File: config.mk
export PLATFORM = sky130hd
export DESIGN_NAME = mmio_uart_tx
export DESIGN_NICKNAME = d
export VERILOG_FILES = /design/src/rtl/mmio_pkg.sv /design/src/rtl/mmio_uart_tx_fifo.sv /design/src/rtl/mmio_uart_tx.sv
export SDC_FILE = /design/constraint.sdc
export NUM_CORES = 1
export LEC_CHECK = 0
export CORE_ASPECT_RATIO = 0.5
export CORE_MARGIN = 3
export CORE_UTILIZATION = 31
export CTS_BUF_LIST = sky130_fd_sc_hd__clkbuf_16
export DETAILED_ROUTE_END_ITERATION = 7
export SYNTH_ARGS = -nofsm -noshare
export SYNTH_HDL_FRONTEND = slang
export SYNTH_HIERARCHICAL = 1
export SYNTH_SLANG_ARGS = --single-unit
export TNS_END_PERCENT = 30
File: constraint.sdc
create_clock -name clk -period 3.19 [get_ports clk]
set_input_delay 0.4785 -clock clk [delete_from_list [all_inputs] [get_ports clk]]
set_output_delay 0.4785 -clock clk [all_outputs]
set_load 0.02 [all_outputs]
File: src/rtl/mmio_pkg.sv
// Shared definitions for the memory-mapped UART transmitter: FSM encoding,
// default bus addresses and status word bit positions.
package mmio_pkg;

    typedef enum logic [1:0] {
        ST_IDLE  = 2'd0,
        ST_START = 2'd1,
        ST_DATA  = 2'd2,
        ST_STOP  = 2'd3
    } tx_state_t;

    localparam logic [31:0] DEF_TX_ADDR   = 32'h0000_0100;
    localparam logic [31:0] DEF_STAT_ADDR = 32'h0000_0104;

    localparam int STAT_BUSY  = 0;
    localparam int STAT_EMPTY = 1;
    localparam int STAT_FULL  = 2;
    localparam int STAT_OVF   = 3;

endpackage

File: src/rtl/mmio_uart_tx_fifo.sv
// Small synchronous byte FIFO with a show-ahead head; a push while full is
// accepted when a pop frees the slot in the same cycle.
module sync_byte_fifo #(
    parameter int DEPTH = 4
) (
    input  logic                     clk,
    input  logic                     reset,
    input  logic                     push,
    input  logic [7:0]               din,
    input  logic                     pop,
    output logic [7:0]               dout,
    output logic                     full,
    output logic                     empty,
    output logic [$clog2(DEPTH):0]   count
);

    localparam int PW = $clog2(DEPTH);

    logic [7:0]    mem [DEPTH];
    logic [PW-1:0] wr_ptr;
    logic [PW-1:0] rd_ptr;
    logic          do_push;
    logic          do_pop;

    assign empty   = (count == '0);
    assign full    = (count == (PW+1)'(DEPTH));
    assign do_pop  = pop && !empty;
    assign do_push = push && (!full || do_pop);
    assign dout    = mem[rd_ptr];

    always_ff @(posedge clk) begin
        if (!reset) begin
            wr_ptr <= '0;
            rd_ptr <= '0;
            count  <= '0;
        end else begin
            if (do_push) wr_ptr <= wr_ptr + 1'b1;
            if (do_pop)  rd_ptr <= rd_ptr + 1'b1;
            case ({do_push, do_pop})
                2'b10:   count <= count + 1'b1;
                2'b01:   count <= count - 1'b1;
                default: count <= count;
            endcase
        end
    end

    // Storage carries no reset; validity is tracked by the pointers alone.
    always_ff @(posedge clk) begin
        if (do_push) mem[wr_ptr] <= din;
    end

endmodule

File: src/rtl/mmio_uart_tx.sv
// Store-bus snooping UART transmitter: queues bytes written to TX_ADDR and
// sends them as 8N1 frames; exposes a combinational status word.
module mmio_uart_tx
    import mmio_pkg::*;
#(
    parameter logic [31:0] TX_ADDR      = DEF_TX_ADDR,
    parameter logic [31:0] STAT_ADDR    = DEF_STAT_ADDR,
    parameter int          CLKS_PER_BIT = 16,
    parameter int          FIFO_DEPTH   = 4
) (
    input  logic        clk,
    input  logic        reset,
    input  logic        MemWrite,
    input  logic [31:0] DataAddress,
    input  logic [31:0] WriteData,
    output logic [31:0] StatusRD,
    output logic        tx,
    output logic        busy,
    output logic        overflow
);

    localparam int BW = (CLKS_PER_BIT > 1) ? $clog2(CLKS_PER_BIT) : 1;
    localparam logic [BW-1:0] BAUD_LAST = BW'(CLKS_PER_BIT - 1);

    tx_state_t   state, state_n;
    logic [BW-1:0] baud, baud_n;
    logic [2:0]  bit_idx, bit_idx_n;
    logic [7:0]  shift, shift_n;
    logic        tx_n;
    logic        pop;
    logic        bit_end;

    logic        tx_store;
    logic        clr_store;
    logic        push_ok;
    logic [7:0]  fifo_dout;
    logic        fifo_full;
    logic        fifo_empty;
    logic [$clog2(FIFO_DEPTH):0] fifo_count;

    assign tx_store  = MemWrite && (DataAddress == TX_ADDR);
    assign clr_store = MemWrite && (DataAddress == STAT_ADDR) && WriteData[0];
    assign push_ok   = tx_store && (!fifo_full || pop);

    sync_byte_fifo #(.DEPTH(FIFO_DEPTH)) u_fifo (
        .clk   (clk),
        .reset (reset),
        .push  (push_ok),
        .din   (WriteData[7:0]),
        .pop   (pop),
        .dout  (fifo_dout),
        .full  (fifo_full),
        .empty (fifo_empty),
        .count (fifo_count)
    );

    assign bit_end = (baud == BAUD_LAST);

    always_comb begin
        state_n   = state;
        baud_n    = bit_end ? '0 : baud + 1'b1;
        bit_idx_n = bit_idx;
        shift_n   = shift;
        tx_n      = tx;
        pop       = 1'b0;
        case (state)
            ST_IDLE: begin
                baud_n = '0;
                tx_n   = 1'b1;
                if (!fifo_empty) begin
                    pop     = 1'b1;
                    shift_n = fifo_dout;
                    state_n = ST_START;
                    tx_n    = 1'b0;
                end
            end
            ST_START: begin
                if (bit_end) begin
                    state_n   = ST_DATA;
                    bit_idx_n = 3'd0;
                    tx_n      = shift[0];
                end
            end
            ST_DATA: begin
                if (bit_end) begin
                    if (bit_idx == 3'd7) begin
                        state_n = ST_STOP;
                        tx_n    = 1'b1;
                    end else begin
                        // Next bit is driven from the pre-shift value so tx and shift stay aligned.
                        shift_n   = {1'b0, shift[7:1]};
                        tx_n      = shift[1];
                        bit_idx_n = bit_idx + 1'b1;
                    end
                end
            end
            ST_STOP: begin
                if (bit_end) begin
                    state_n = ST_IDLE;
                    tx_n    = 1'b1;
                end
            end
            default: state_n = ST_IDLE;
        endcase
    end

    always_ff @(posedge clk) begin
        if (!reset) begin
            state   <= ST_IDLE;
            baud    <= '0;
            bit_idx <= 3'd0;
            tx      <= 1'b1;
        end else begin
            state   <= state_n;
            baud    <= baud_n;
            bit_idx <= bit_idx_n;
            tx      <= tx_n;
        end
    end

    always_ff @(posedge clk) begin
        shift <= shift_n;
    end

    // A drop outranks a clear in the same cycle.
    always_ff @(posedge clk) begin
        if (!reset)
            overflow <= 1'b0;
        else if (tx_store && !push_ok)
            overflow <= 1'b1;
        else if (clr_store)
            overflow <= 1'b0;
    end

    assign busy = (state != ST_IDLE) || !fifo_empty;

    always_comb begin
        StatusRD = 32'b0;
        if (DataAddress == STAT_ADDR) begin
            StatusRD[STAT_BUSY]  = busy;
            StatusRD[STAT_EMPTY] = fifo_empty;
            StatusRD[STAT_FULL]  = fifo_full;
            StatusRD[STAT_OVF]   = overflow;
        end
    end

endmodule

# ---- Word-level counts from Yosys, hierarchy flattened
# Memories as Yosys holds them, arrays and structs flattened. A register that Yosys moved wholly into a read port is not among the register bits.
# Cells that the tools add are included.
# W data, S select, Z words.
dict set report op_classes {
  addsub 6
  n_eq_ne 16
  mux 30
  n_bitwise 1
  n_reduce_logical 25
}
# op count
set op_table {}
lappend op_table {{$eq A32 B9 Y1 const B} 2}
lappend op_table {{$mux W8} 3}
lappend op_table {{$pmux W8 S2} 1}
lappend op_table {{$mux W2} 7}
lappend op_table {{$ne A2 B2 Y1 const B} 6}
lappend op_table {{$pmux W3 S2} 2}
lappend op_table {{$mux W1} 11}
lappend op_table {{$reduce_bool A2 Y1} 5}
lappend op_table {{$mux W3} 3}
lappend op_table {{$pmux W2 S4} 1}
lappend op_table {{$reduce_and A4 Y1} 2}
lappend op_table {{$logic_and A1 B1 Y1} 7}
lappend op_table {{$add A3 B1 Y3 const B} 2}
lappend op_table {{$eq A2 B2 Y1 const B} 3}
lappend op_table {{$eq A3 B3 Y1 const B} 2}
lappend op_table {{$reduce_and A5 Y1} 1}
lappend op_table {{$add A2 B1 Y2 const B} 2}
lappend op_table {{$add A4 B1 Y4 const B} 1}
lappend op_table {{$eq A2 B1 Y1 const B} 2}
lappend op_table {{$eq A4 B4 Y1 const B} 1}
lappend op_table {{$mux W4} 1}
lappend op_table {{$pmux W1 S4} 1}
lappend op_table {{$logic_not A1 Y1} 3}
lappend op_table {{$logic_not A3 Y1} 1}
lappend op_table {{6 further kinds} 8}
dict set report totals {
  register_bits 26
  ramBits 32
  word_cells 88
  mem_count 1
}
# name depth width read_ports rd_clocked_by_memory_dff wr line
set mem_list {}
lappend mem_list {u_fifo.mem 4 8 1 1 1 mmio_uart_tx_fifo.sv:19} ;# logic [7:0] mem [DEPTH];

# ---- Logic depth before layout (Yosys ltp)
# Gate-level depths: netlist (run 1).
dict set report logic_depth {
  ltp_word 8
  mapped_depth 11
  depth_no_buf 10
}

# ---- By module
# The synthesis (run 1) kept the hierarchy.
# mod n_inst cells_each area_per_inst_um2
set modules_own_cells {}
lappend modules_own_cells {sync_byte_fifo 1 102 1707.9}
lappend modules_own_cells {mmio_uart_tx 1 132 1301.2}

# ---- Worst setup path after synthesis (run 1)
# Ideal clock, no wire load.
dict set report synth_timing {
  kind {reg2reg}
  start {register state[0]}
  end {register u_fifo.count[1]}
  setup_ns 0.070
  t_arrival_ns 2.412
  required_ns 3.120
  path_slack_ns 0.708
  stages_incl_launch_ff 12
  synth_period_minus_slack_ns 2.482
  cell_sequence {dfxtp_1 inv_1 ha_1 nor2b_1 and2b_1 nor3b_1 buf_2 or2b_1 fa_1 a211oi_1 o21ai_0 a21oi_1}
}
dict set report synth_between {
  elab_chain_cells 7
  elab_cells_between_ends 11
  classes_between {eq/ne (2); mux (2); reduce/logical (7)}
}
# element line
set synth_lines {}
lappend synth_lines {{from (decl)} mmio_uart_tx.sv:25} ;# tx_state_t state, state_n;
lappend synth_lines {{from (signal assigned)} mmio_uart_tx.sv:114} ;# state <= state_n;
lappend synth_lines {{$logic_not A2 Y1 (*)} mmio_uart_tx.sv:66} ;# case (state)
lappend synth_lines {{$mux W1 (*)} mmio_uart_tx.sv:66}
lappend synth_lines {{via pop} mmio_uart_tx.sv:30} ;# logic pop;
lappend synth_lines {{$logic_or A1 B1 Y1 (*)} mmio_uart_tx.sv:43} ;# assign push_ok = tx_store && (!fifo_full || pop);
lappend synth_lines {{$logic_and A1 B1 Y1 (*)} mmio_uart_tx.sv:43}
lappend synth_lines {{via push_ok} mmio_uart_tx.sv:35} ;# logic push_ok;
lappend synth_lines {{$logic_and A1 B1 Y1 (*)} mmio_uart_tx_fifo.sv:28} ;# assign do_push = push && (!full || do_pop);
lappend synth_lines {{$eq A2 B1 Y1 or $eq A2 B2 Y1 (tied branches)} mmio_uart_tx_fifo.sv:39} ;# case ({do_push, do_pop})
lappend synth_lines {{$pmux W3 S2 or $reduce_bool A2 Y1 (tied branches)} n/a}
lappend synth_lines {{to (signal assigned)} mmio_uart_tx_fifo.sv:40} ;# 2'b10: count <= count + 1'b1;
lappend synth_lines {{to (signal assigned)} mmio_uart_tx_fifo.sv:41} ;# 2'b01: count <= count - 1'b1;
lappend synth_lines {{to (signal assigned)} mmio_uart_tx_fifo.sv:42} ;# default: count <= count;
lappend synth_lines {{to (decl)} mmio_uart_tx_fifo.sv:14} ;# output logic [$clog2(DEPTH):0] count
# Mark *: on every way through the listed nets, which the timed path passes. The rest lies on a longest branch.
# A chain may end at the register's enable or synchronous reset.

# ---- Worst setup path after layout (run 1)
dict set report layout_timing {
  start {input DataAddress[21]}
  end {output StatusRD[1]}
}
dict set report layout_between {
  elab_chain_cells 2
}
# element line
set layout_lines {}
lappend layout_lines {{from (decl)} mmio_uart_tx.sv:14} ;# input logic [31:0] DataAddress,
lappend layout_lines {{$eq A32 B9 Y1} mmio_uart_tx.sv:139} ;# if (DataAddress == STAT_ADDR) begin
lappend layout_lines {{$mux W4} mmio_uart_tx.sv:139}
lappend layout_lines {{to (decl)} mmio_uart_tx.sv:16} ;# output logic [31:0] StatusRD,
# Every way passes these cells.

==> results of run 1 <==
==> worst reg2reg max path: stages (launching register included) <==
cell and delay [ns]:
dfxtp_1 0.32, inv_1 0.12, ha_1 0.26, nor2b_1 0.43
and2b_1 0.26, nor3b_1 0.32, or2b_1 0.17, fa_1 0.43
a211oi_1 0.18, o21ai_0 0.12, a21oi_1 0.15
==> metrics by stage <==
stage          worst slack (ns)  cell area [µm²]    util
2_1_floorplan            0.7081             3110       -
3_3_place_gp             0.2078             3548  0.3913
3_5_place_dp             0.1545             3548  0.3913
4_1_cts                  0.3042             3845  0.4240
5_1_grt                 0.06796             3845  0.4240
6_report                 0.3187             3845  0.4240
==> how the worst min path moves through the flow <==
stage,startpoint,endpoint,slack [ns],depth (start not counted)
after global placement,baud[0],baud[0],0.43,1
after global routing,baud[0],baud[0],0.49,1
after floorplan,baud[0],baud[0],0.42,1
after detailed placement,baud[0],baud[0],0.44,1
after CTS,baud[0],baud[0],0.45,1
final,baud[0],baud[0],0.45,1
==> power by group through the flow <==
stage | Sequential (W) | Clock (W) | Combinational [W]
3_3_place_gp | 0.000893 | 0 | 0.000221
5_1_grt | 0.000884 | 0.000982 | 0.000251
6_report | 0.000880 | 0.000925 | 0.000225
4_1_cts | 0.000880 | 0.000942 | 0.000226
3_5_place_dp | 0.000895 | 0 | 0.000225
2_1_floorplan | 0.000896 | 0 | 0.000150
==> final cells by class <==
class / instances / area, µm²
inverter: 10 / 37.54
timing repair buffer: 53 / 520.5
clock buffer: 11 / 275.3
fill: 836 / 5224
clock inverter: 5 / 21.27
sequential: 60 / 1602
tap: 130 / 162.7
multi-input combinational: 157 / 1226
==> routing by layer <==
metal / vias up / wire length (µm)
met5: - / 0
met4: 0 / 95
met3: 8 / 312
met2: 63 / 2613
met1: 869 / 2366
li1: 903 / -
==> placed cells by master (no fill, tap or decap), drive strengths merged, types with 7 or more instances in the layout <==
cell           instances
dfxtp                 20
clkbuf                11
clkdlybuf4s50         49
conb                  28
nand2                  9
edfxtp                40
inv                   11
nor2b                  9
ha                    12
and2                  15
mux2                   7
mux4                   8
==> registers in the layout, summed over array words and instances (netlist names), 2 cells and up, named ones only <==
name / count
baud: 4
bit_idx: 3
u_fifo/rd_ptr: 2
state: 2
shift: 8
u_fifo/mem: 32
u_fifo/wr_ptr: 2
u_fifo/count: 3
==> logic make-up (layout without fill, tap and decap cells) <==
| family | Yosys count | after routing |
|---|---|---|
| and+or+nand+nor | 69 | 69 |
| other | 1 | 28 |
| xor gates and xnor gates | 7 | 7 |
| muxes | 21 | 21 |
| DFF | 60 | 60 |
| AOI/OAI and AO/OA | 19 | 19 |
| adders and majority gates | 13 | 13 |
| buffers and inverters | 44 | 79 |
==> impl_metrics.csv, run 1 <==
group,metric,value,unit
sta,hold_slack,0.4461,ns
critical_path,crit_path_start,"DataAddress[21]",
synth,ys.flop_type,"edfxtp_1",
final_layout,num_antenna_cells,0,
synth,synth_top_family_by_area,"simple AND/OR/NAND/NOR gates",
synth,synth_largest_area_cell,"edfxtp_1",
drt,via_per_inst,4.326,
critical_path,slowest_stage,"clkdlybuf4s50_1",
die,boundaryPins,102,
pwr,power_frac_seq,0.434,
final_layout,final_cell_count_no_fill,426,
die,num_rows,24,
sta,period_share,0.9001,
synth,synth_common_cells,"edfxtp_1 (40), buf_4 (28), dfxtp_1 (20)",
final_layout,final_layout_size_suffix_gt1_frac,0.1385,
pwr,p_leak,1.405,nW
synth,ys_seq_area_frac,0.5322,
critical_path,crit_end,"StatusRD[1]",
drt,totalWireLength,5388,µm
pwr,p_int,0.001578,W
sta,finClkSkew,0.007546,ns
critical_path,critPathKind,"primary input to output port",
critical_path,crit_path_frequent_cell,"clkdlybuf4s50_1",
grt,grtUsageMet2,0.1787,
drt,drtIter0Drc,39,
clock_network,cts-buffers-inserted,9,
critical_path,r2r_slack,0.36,ns
pwr,p_per_area,527.7,nW/µm²
grt,first_global_vias,1823,
critical_path,r2r-start,"state[0]",
synth,muxShareOfSynthArea,0.1060,
status,status,"complete, no violations",
critical_path,cp.depth,6,
sta,slew_violations,0,
drt,dr_total_vias,1843,
sta,max_slew_margin,0.5970,
sta,setup_viol,0,
clock_network,path_clk_slew,0.05,ns
die,die_width,145.3,µm
critical_path,cpLargestDelayFamily,"buffers and inverters",
clock_network,clock-root-buffer,"clkbuf_16",
drt,dr.pass1.iters,4,
pwr,power.switching,0.0004512,W
placed_design,io_buffers,49,
clock_network,cts_tree,"done",
critical_path,required,2.71,ns
synth,async_flop_share,0,
critical_path,worst_r2r_endpoint,"u_fifo/count[1]",
clock_network,cts.repair.resized,0,
pwr,ir_worst_vdd,261.8,µV
clock_network,clock-sinks,60,
synth,synth_cells,234,
die,initial_core_util,0.3318,
worst_hold_path,worst_hold_path_type,"register to register",
synth,synth_area_leaders,"edfxtp_1 (40%), dfxtp_1 (13%), buf_4 (7.0%), mux4_2 (6.0%), ha_1 (5.0%)",
sta,hold_violations,0,
grt,grt_max_degree,19,
sta,rsz0062_at_grt,"no",
pwr,netSwitchingFraction,0.2224,
synth,yosysTopAreaCellShare,0.3992,
drt,drcViolationCount,0,
grt,track_usage,0.1039,
grt,antenna_found_initial,0,
critical_path,path_cells,"clkdlybuf4s50_1 > nor4_1 > and4_1 > and3_2 > and2_1 > clkdlybuf4s50_1",
pwr,p_comb_frac,0.111,
pwr,clkPwrFrac,0.456,
die,die_h,75.67,µm
synth,synth_area_per_cell,12.86,µm²
clock_network,clock_latency,0.32,ns
critical_path,r2r_cells,10,
grt,busiest_layer,"met2",
placed_design,dp_hpwl,4081,µm
synth,yosys_register_bits,60,
pwr,finalPower,0.002029,W
drt,ant_nets,0,
drt,wire_per_inst,12.65,µm
final_layout,nNetsFinal,371,
critical_path,path_buf_inv,2,
critical_path,cp_slowest_stage_delay,0.60,ns
clock_network,htreeDepth,3,
grt,grt_pass1_wl,8680,µm
clock_network,cts_buffer_depth,2,
synth,synthDistinctLibCells,47,
die,core,9069,µm²
flow_run,cap_violations,0,
synth,synth-compound-area-share,0.04990,
critical_path,crit_path_start_kind,"primary input",
synth,ys_warn_count,6,
sta,worstMarginPinSlew,0.6026,ns
placed_design,place_congestion,0.6841,
clock_network,hold_buffers,0,
clock_network,post_cts_buffers,0,
synth,yosys.area_share.adder,0.05655,
sta,min_period,2.871,ns
final_layout,area_delta_synth_final,27.78,%
grt,grt_overflow_total,0,
placed_design,place_inst,410,
synth,synthXorXnorAreaFrac,0.02037,
synth,synth_edf_count,40,
die,dieArea,11000,µm²
sta,tns,0,ns
critical_path,path_max_fanout,4,
synth,yosysMostFrequentCell,"edfxtp_1",
synth,synth_simple_gate_area_frac,0.1397,
sta,max_freq,348.3,MHz
grt,grt_util_met1,0.1197,
grt,use_met3,0.04100,
critical_path,critPathCaptureType,"output port",
critical_path,worstPathArrival,2.39,ns
synth,syn_area,3009,µm²
No activity file was read; power rests on OpenSTA's default activity.
==> inputs of run 2 (changes only) <==
--- a/config.mk
+++ b/config.mk
@@ -5,6 +5,7 @@
 export SDC_FILE = /design/constraint.sdc
 export NUM_CORES = 1
 export LEC_CHECK = 0
+export CAP_MARGIN = 30
 export CORE_ASPECT_RATIO = 0.5
 export CORE_MARGIN = 3
 export CORE_UTILIZATION = 31
==> results of run 2 <==
Same layout as run 1: the final DEF is identical, and so are final timing and power.
